==> src/rtl/jam_pkg.sv <==
// jam_pkg: shared types and constant helpers for the assignment search.
// Holds the FSM state enum plus clog2/factorial constant functions.
package jam_pkg;

  typedef enum logic [2:0] {
    IDLE,
    FETCH,
    CMP,
    FIND_PT,
    FIND_MIN,
    SWAP_REV,
    DONE
  } state_t;

  function automatic int clog2(input int n);
    int r;
    r = 0;
    while ((1 << r) < n) r++;
    return r;
  endfunction

  function automatic int fact(input int n);
    int f;
    f = 1;
    for (int k = 2; k <= n; k++) f *= k;
    return f;
  endfunction

endpackage

==> src/rtl/jam_perm_search_if.sv <==
// jam_perm_search_if: search control, cost-memory bus and result bundle.
// slave = solver side (START/Cost in), master = requester/memory side.
interface jam_perm_search_if #(
  parameter int N       = 8,
  parameter int COST_W  = 7,
  parameter int MATCH_W = 16
) ();
  import jam_pkg::*;

  localparam int IDX_W = (clog2(N) < 1) ? 1 : clog2(N);
  localparam int SUM_W = COST_W + clog2(N);

  logic               START;
  logic [IDX_W-1:0]   W;
  logic [IDX_W-1:0]   J;
  logic [COST_W-1:0]  Cost;
  logic               BUSY;
  logic               Valid;
  logic [SUM_W-1:0]   MinCost;
  logic [MATCH_W-1:0] MatchCount;
  logic [N*IDX_W-1:0] BestPerm;

  modport master (
    output START, Cost,
    input  W, J, BUSY, Valid, MinCost, MatchCount, BestPerm
  );

  modport slave (
    input  START, Cost,
    output W, J, BUSY, Valid, MinCost, MatchCount, BestPerm
  );

endinterface

==> src/rtl/jam_next_perm.sv <==
// jam_next_perm: permutation register with lexicographic successor step.
// Ports: CLK, RST_N, init, st (scan phase), perm out, last/hit/scan_end.
module jam_next_perm
  import jam_pkg::*;
#(
  parameter int N     = 8,
  parameter int IDX_W = 3
) (
  input  logic               CLK,
  input  logic               RST_N,
  input  logic               init,
  input  state_t             st,
  output logic [N*IDX_W-1:0] perm,
  output logic               last,
  output logic               hit,
  output logic               scan_end
);

  localparam logic [IDX_W-1:0] LAST_IDX = IDX_W'(N - 1);
  localparam logic [IDX_W-1:0] PIV0     = IDX_W'(N - 2);

  logic [IDX_W-1:0] pm_q [N];
  logic [IDX_W-1:0] pm_d [N];
  logic [IDX_W-1:0] sw   [N];
  logic [IDX_W-1:0] p_q, q_q, b_q, p1;

  assign p1  = p_q + 1'b1;
  assign hit = (st == FIND_PT) && (pm_q[p_q] < pm_q[p1]);
  assign scan_end = (st == FIND_PT) ? (p_q == '0)
                                    : (q_q == LAST_IDX);

  always_comb begin
    perm = '0;
    for (int k = 0; k < N; k++)
      perm[k*IDX_W +: IDX_W] = pm_q[k];
  end

  // Suffix right of the pivot is descending, so after the swap
  // reversing it yields the smallest successor.
  always_comb begin
    sw = pm_q;
    sw[p_q] = pm_q[b_q];
    sw[b_q] = pm_q[p_q];
    pm_d = pm_q;
    if (init) begin
      for (int k = 0; k < N; k++) pm_d[k] = IDX_W'(k);
    end else if (st == SWAP_REV) begin
      for (int k = 0; k < N; k++) begin
        if (k > int'(p_q)) pm_d[k] = sw[N + int'(p_q) - k];
        else               pm_d[k] = sw[k];
      end
    end
  end

  always_ff @(posedge CLK or negedge RST_N) begin
    if (!RST_N) begin
      for (int k = 0; k < N; k++) pm_q[k] <= IDX_W'(k);
      p_q  <= '0;
      q_q  <= '0;
      b_q  <= '0;
      last <= 1'b0;
    end else begin
      pm_q <= pm_d;
      if (init) last <= 1'b0;
      unique case (st)
        CMP: p_q <= PIV0;
        FIND_PT: begin
          if (hit) begin
            q_q <= p1;
            b_q <= p1;
          end else if (p_q == '0) begin
            last <= 1'b1;
          end else begin
            p_q <= p_q - 1'b1;
          end
        end
        FIND_MIN: begin
          if (pm_q[q_q] > pm_q[p_q] && pm_q[q_q] < pm_q[b_q])
            b_q <= q_q;
          if (q_q != LAST_IDX) q_q <= q_q + 1'b1;
        end
        default: ;
      endcase
    end
  end

endmodule

==> src/rtl/jam_perm_search.sv <==
// jam_perm_search: exhaustive N x N assignment search over all N! perms.
// Ports: CLK, RST_N, bus (START/Cost in; W/J, BUSY, Valid, results out).
module jam_perm_search
  import jam_pkg::*;
#(
  parameter int N       = 8,
  parameter int COST_W  = 7,
  parameter int MATCH_W = 16
) (
  input logic              CLK,
  input logic              RST_N,
  jam_perm_search_if.slave bus
);

  localparam int IDX_W = (clog2(N) < 1) ? 1 : clog2(N);
  localparam int SUM_W = COST_W + clog2(N);
  localparam int PW    = N * IDX_W;
  localparam logic [IDX_W:0]   CNT_END  = (IDX_W + 1)'(N);
  localparam logic [IDX_W-1:0] LAST_IDX = IDX_W'(N - 1);

  function automatic logic [PW-1:0] ident();
    logic [PW-1:0] v;
    v = '0;
    for (int k = 0; k < N; k++) v[k*IDX_W +: IDX_W] = IDX_W'(k);
    return v;
  endfunction

  localparam logic [PW-1:0] IDENT = ident();

  state_t             st_q, st_d;
  logic [IDX_W:0]     cnt_q;
  logic [SUM_W-1:0]   sum_q, min_q;
  logic [MATCH_W-1:0] match_q;
  logic [PW-1:0]      best_q, perm;
  logic               busy_q, valid_q;
  logic               start_ok, last, hit, scan_end;
  logic [IDX_W-1:0]   fidx;

  assign start_ok = (st_q == IDLE) && bus.START;

  jam_next_perm #(
    .N     (N),
    .IDX_W (IDX_W)
  ) u_np (
    .CLK      (CLK),
    .RST_N    (RST_N),
    .init     (start_ok),
    .st       (st_q),
    .perm     (perm),
    .last     (last),
    .hit      (hit),
    .scan_end (scan_end)
  );

  always_comb begin
    st_d = st_q;
    unique case (st_q)
      IDLE:     if (bus.START) st_d = FETCH;
      FETCH:    if (cnt_q == CNT_END) st_d = CMP;
      CMP:      st_d = last ? DONE : FIND_PT;
      FIND_PT: begin
        if (hit)           st_d = FIND_MIN;
        else if (scan_end) st_d = DONE;
      end
      FIND_MIN: if (scan_end) st_d = SWAP_REV;
      SWAP_REV: st_d = FETCH;
      DONE:     st_d = IDLE;
      default:  st_d = IDLE;
    endcase
  end

  // Address cycle N repeats the last address; its data lands in cycle N.
  always_comb begin
    fidx  = '0;
    bus.W = '0;
    bus.J = '0;
    if (st_q == FETCH) begin
      fidx  = (cnt_q >= CNT_END) ? LAST_IDX : cnt_q[IDX_W-1:0];
      bus.W = fidx;
      bus.J = perm[fidx*IDX_W +: IDX_W];
    end
  end

  assign bus.BUSY       = busy_q;
  assign bus.Valid      = valid_q;
  assign bus.MinCost    = min_q;
  assign bus.MatchCount = match_q;
  assign bus.BestPerm   = best_q;

  always_ff @(posedge CLK or negedge RST_N) begin
    if (!RST_N) begin
      st_q    <= IDLE;
      cnt_q   <= '0;
      sum_q   <= '0;
      min_q   <= '1;
      match_q <= '0;
      best_q  <= IDENT;
      busy_q  <= 1'b0;
      valid_q <= 1'b0;
    end else begin
      st_q <= st_d;
      unique case (st_q)
        IDLE: begin
          if (bus.START) begin
            cnt_q   <= '0;
            sum_q   <= '0;
            min_q   <= '1;
            match_q <= '0;
            busy_q  <= 1'b1;
            valid_q <= 1'b0;
          end
        end
        FETCH: begin
          cnt_q <= cnt_q + 1'b1;
          if (cnt_q != '0)
            sum_q <= sum_q + SUM_W'(bus.Cost);
        end
        CMP: begin
          if (sum_q < min_q) begin
            min_q   <= sum_q;
            match_q <= MATCH_W'(1);
            best_q  <= perm;
          end else if (sum_q == min_q && match_q != '1) begin
            match_q <= match_q + 1'b1;
          end
        end
        SWAP_REV: begin
          cnt_q <= '0;
          sum_q <= '0;
        end
        DONE: begin
          busy_q  <= 1'b0;
          valid_q <= 1'b1;
        end
        default: ;
      endcase
    end
  end

endmodule

==> src/flat_wrapper.sv <==
// flat-port wrapper written by rule: the top's interface ports become plain ports
module jam_perm_search_flat import jam_pkg::*;
#(
  parameter int N       = 8,
  parameter int COST_W  = 7,
  parameter int MATCH_W = 16
)
  (CLK, RST_N, bus_START, bus_Cost, bus_W, bus_J, bus_BUSY, bus_Valid, bus_MinCost, bus_MatchCount, bus_BestPerm);
  jam_perm_search_if #(.N(N), .COST_W(COST_W), .MATCH_W(MATCH_W)) bus_i ();
  input logic CLK;
  input logic RST_N;
  input wire logic [$bits(bus_i.START)-1:0] bus_START;
  input wire logic [$bits(bus_i.Cost)-1:0] bus_Cost;
  output wire logic [$bits(bus_i.W)-1:0] bus_W;
  output wire logic [$bits(bus_i.J)-1:0] bus_J;
  output wire logic [$bits(bus_i.BUSY)-1:0] bus_BUSY;
  output wire logic [$bits(bus_i.Valid)-1:0] bus_Valid;
  output wire logic [$bits(bus_i.MinCost)-1:0] bus_MinCost;
  output wire logic [$bits(bus_i.MatchCount)-1:0] bus_MatchCount;
  output wire logic [$bits(bus_i.BestPerm)-1:0] bus_BestPerm;
  assign bus_i.START = bus_START;
  assign bus_i.Cost = bus_Cost;
  assign bus_W = bus_i.W;
  assign bus_J = bus_i.J;
  assign bus_BUSY = bus_i.BUSY;
  assign bus_Valid = bus_i.Valid;
  assign bus_MinCost = bus_i.MinCost;
  assign bus_MatchCount = bus_i.MatchCount;
  assign bus_BestPerm = bus_i.BestPerm;
  jam_perm_search #(.N(N), .COST_W(COST_W), .MATCH_W(MATCH_W)) u_core (.CLK(CLK), .RST_N(RST_N), .bus(bus_i));
endmodule
==> config.mk <==
export PLATFORM = sky130hd
export DESIGN_NAME = jam_perm_search_flat
export DESIGN_NICKNAME = d
export VERILOG_FILES = /design/src/rtl/jam_pkg.sv /design/src/rtl/jam_perm_search_if.sv /design/src/rtl/jam_next_perm.sv /design/src/rtl/jam_perm_search.sv /design/src/flat_wrapper.sv
export SDC_FILE = /design/constraint.sdc
export NUM_CORES = 1
export LEC_CHECK = 0
export CAP_MARGIN = 20
export CORE_UTILIZATION = 35
export CTS_BUF_LIST = sky130_fd_sc_hd__clkbuf_2 sky130_fd_sc_hd__clkbuf_4 sky130_fd_sc_hd__clkbuf_8
export DETAILED_ROUTE_END_ITERATION = 10
export GPL_TIMING_DRIVEN = 1
export PLACE_DENSITY = 0.49
export SYNTH_ARGS = -nofsm -noshare
export SYNTH_HDL_FRONTEND = slang
export SYNTH_SLANG_ARGS = --single-unit
==> constraint.sdc <==
create_clock -name CLK -period 6.93 [get_ports CLK]
set_input_delay 1.386 -clock CLK [delete_from_list [all_inputs] [get_ports CLK]]
set_output_delay 1.386 -clock CLK [all_outputs]
set_load 0.03 [all_outputs]
==> impl_metrics.yaml <==
drt:
  detailroute.via_count: 7398
  routed_wl_mm: 27.1
  vias_per_cell: 5.86
  wl_per_cell_um: 21.4
  drt_pass1_iterations: 5
  drtIter0Drc: 566
  drc: 0
  ant_nets: 0
timing:
  tightest_slew_ps: 930
  period_needed_ps: 4130
  slew_violations: 0
  hold_viol_final: 0
  fin_setup_tns_ps: 0
  setup_viol_count_final: 0
  max-slew-margin-rel_pct: 38.0
  fmax_mhz: 242
  finalClockSkew_ps: 11.4
  rsz0062_at_grt: "no"
  post-route-period-util_pct: 59.6
global_routing:
  use_met2_pct: 38.1
  grt_pass1_vias: 7000
  busiest_layer: "met2"
  use_met3_pct: 2.69
  grt_max_degree: 58
  grt.overflow.total: 0
  antenna_found_initial: 0
  track_usage_pct: 22.8
  grt_pass1_wl_mm: 42.0
  met1_usage_pct: 30.6
synth:
  synth-seq-cells: 103
  ys_types: 76
  async_reset_ff_share_pct: 100
  yosys_warnings: 0
  syn_avg_cell_area_um2: 8.97
  synth_edf_count: 0
  synthCells: 922
  syn_area_um2: 8270
  yosysSeqAreaShare_pct: 31.7
  ys.flop_type: "dfrtp_1"
  syn_nets: 972
power:
  p_per_area_nw_per_um2: 535
  ir_drop_v: 0.000209
  leakagePower_nw: 3.88
floorplan:
  die_area_um2: 24200
  io_pins: 68
  die_w_um: 156
  coreArea_um2: 22900
  rows: 55
  die-height_um: 156
  initial_core_util_pct: 36.1
setup_path:
  cp.arrival_ps: 2740
  cp_max_fo: 14
  required_ps: 5540
  rr_startpoint: "u_core.u_np.p_q[1]"
  reg2reg_slack_ps: 3010
  endpoint_kind: "output pin"
  start_kind: "register"
  critPathKind: "reg -> out"
  reg2reg_depth: 13
  reg2reg_to: "u_core.st_q[0]"
final_layout:
  final_nets: 995
  seq_area_um2: 2620
  final_util_pct: 40.8
  layout_common_cells: "94 x nor2_1, 82 x nand2_1, 74 x a21oi_1"
  final_common_cell: "nor2_1"
  fin_area_um2: 9340
  area_growth_pct: 13.0
  antenna_cells: 0
  nFillCells: 2318
  multi_input_area_um2: 5230
  drive_above_1_share_pct: 16.7
cts:
  h-tree-depth: 3
  cts_root_buf: "clkbuf_8"
  cts_hold_buf: 0
  numCtsBuffers: 9
  insertion_delay_ps: 390
  cts_resized: 0
  cts_setup_buffers: 0
  cts_tree: "built"
  clk_pin_slew_ps: 110
  cts_buffer_depth: 2
  clock-sinks: 103
hold_path:
  hp-class: "reg -> reg"
  worstHoldPathCells: 1
  hp-start: "u_core.bus.BestPerm[0]"
  hold_path_end: "u_core.bus.BestPerm[0]"
place:
  post-dp-hpwl_mm: 18.9
  portBuffers: 67
  place_congestion: 0.866
  place_area_um2: 9140
run_status:
  status: "finished clean"
job:
  maxCapViolations: 0
-- synth_stat cells, types with 21 or more instances --
cell type | count | area [um2]
inv_1 | 29 | 109
ha_1 | 39 | 488
mux2_2 | 43 | 484
mux2i_1 | 25 | 250
dfrtp_1 | 69 | 1730
o21ai_0 | 66 | 330
nor2_1 | 95 | 357
clkbuf_1 | 44 | 165
dfstp_2 | 34 | 893
a21oi_1 | 74 | 370
nand2_1 | 82 | 308
mux4_2 | 31 | 698
nand3_1 | 21 | 105
-- sequential cells by signal, indices dropped and copies added, names as in the netlist --
name                   cells
u_core.bus.Valid           1
u_core.u_np.perm          24
u_core.u_np.b_q            3
u_core.bus.BestPerm       24
u_core.cnt_q               4
u_core.u_np.q_q            3
u_core.st_q                3
u_core.bus.MatchCount     16
u_core.u_np.last           1
u_core.sum_q              10
u_core.bus.MinCost        10
u_core.bus.BUSY            1
u_core.u_np.p_q            3
-- cells by family (layout without fill, tap and decap cells) --
group | Yosys count | after routing | share of synthesized area, %
xor+xnor | 18 | 18 | 1.91
buf+inv | 104 | 132 | 5.19
mux | 103 | 103 | 18.3
simple gates | 280 | 280 | 15.7
compound gates | 274 | 274 | 21.1
flops | 103 | 103 | 31.7
fa+ha+maj | 40 | 40 | 6.14
-- per-layer routing --
layer / vias to the layer above / share of wire (%)
met3: 47 / 5.7
met5: - / 0
li1: 3443 / -
met1: 3608 / 44
met2: 300 / 48
met4: 0 / 2.4
-- worst max-delay path, cell delays in order, from the launching register on --
cell	delay [ps]
dfrtp_1	540
nand2b_1	280
nor2_1	450
o221ai_1	210
nor2_1	170
clkdlybuf4s50_1	700
-- area by class of cell --
type	count	area share, %
clock inverter	5	0.496
multi-input combinational	715	55.9
sequential	103	28.1
tap	313	4.19
timing repair buffer	83	8.44
inverter	33	1.33
clock buffer	11	1.55
-- through the flow --
step                      total power [mW]  hold slack, ps  setup slack, ps  instances
after detailed placement              4.56             495             3060       1246
after CTS                             4.99             523             2770       1262
after global routing                  5.34             535             2560       1263
final                                 5.00             519             2800       1263
after floorplan                       3.52             495             2240        922
after global placement                4.58             489             3030       1246
-- where the power goes --
part	switching, mW	internal (mW)
Combinational	1.95	1.42
Sequential	0.388	0.840
Clock	0.251	0.152
Total	2.59	2.41
-- worst max-delay path by stage --
stage	startpoint	end	slack, ps
global route	u_core.st_q[0]	bus_J[1]	2560
global placement	u_core.u_np.p_q[1]	u_core.st_q[0]	3030
detailed placement	u_core.u_np.p_q[1]	u_core.st_q[0]	3060
finish	u_core.st_q[2]	bus_J[1]	2800
CTS	u_core.st_q[2]	bus_J[1]	2770
floorplan	u_core.u_np.p_q[0]	u_core.st_q[0]	2240
(Power assumes the default switching activity.)
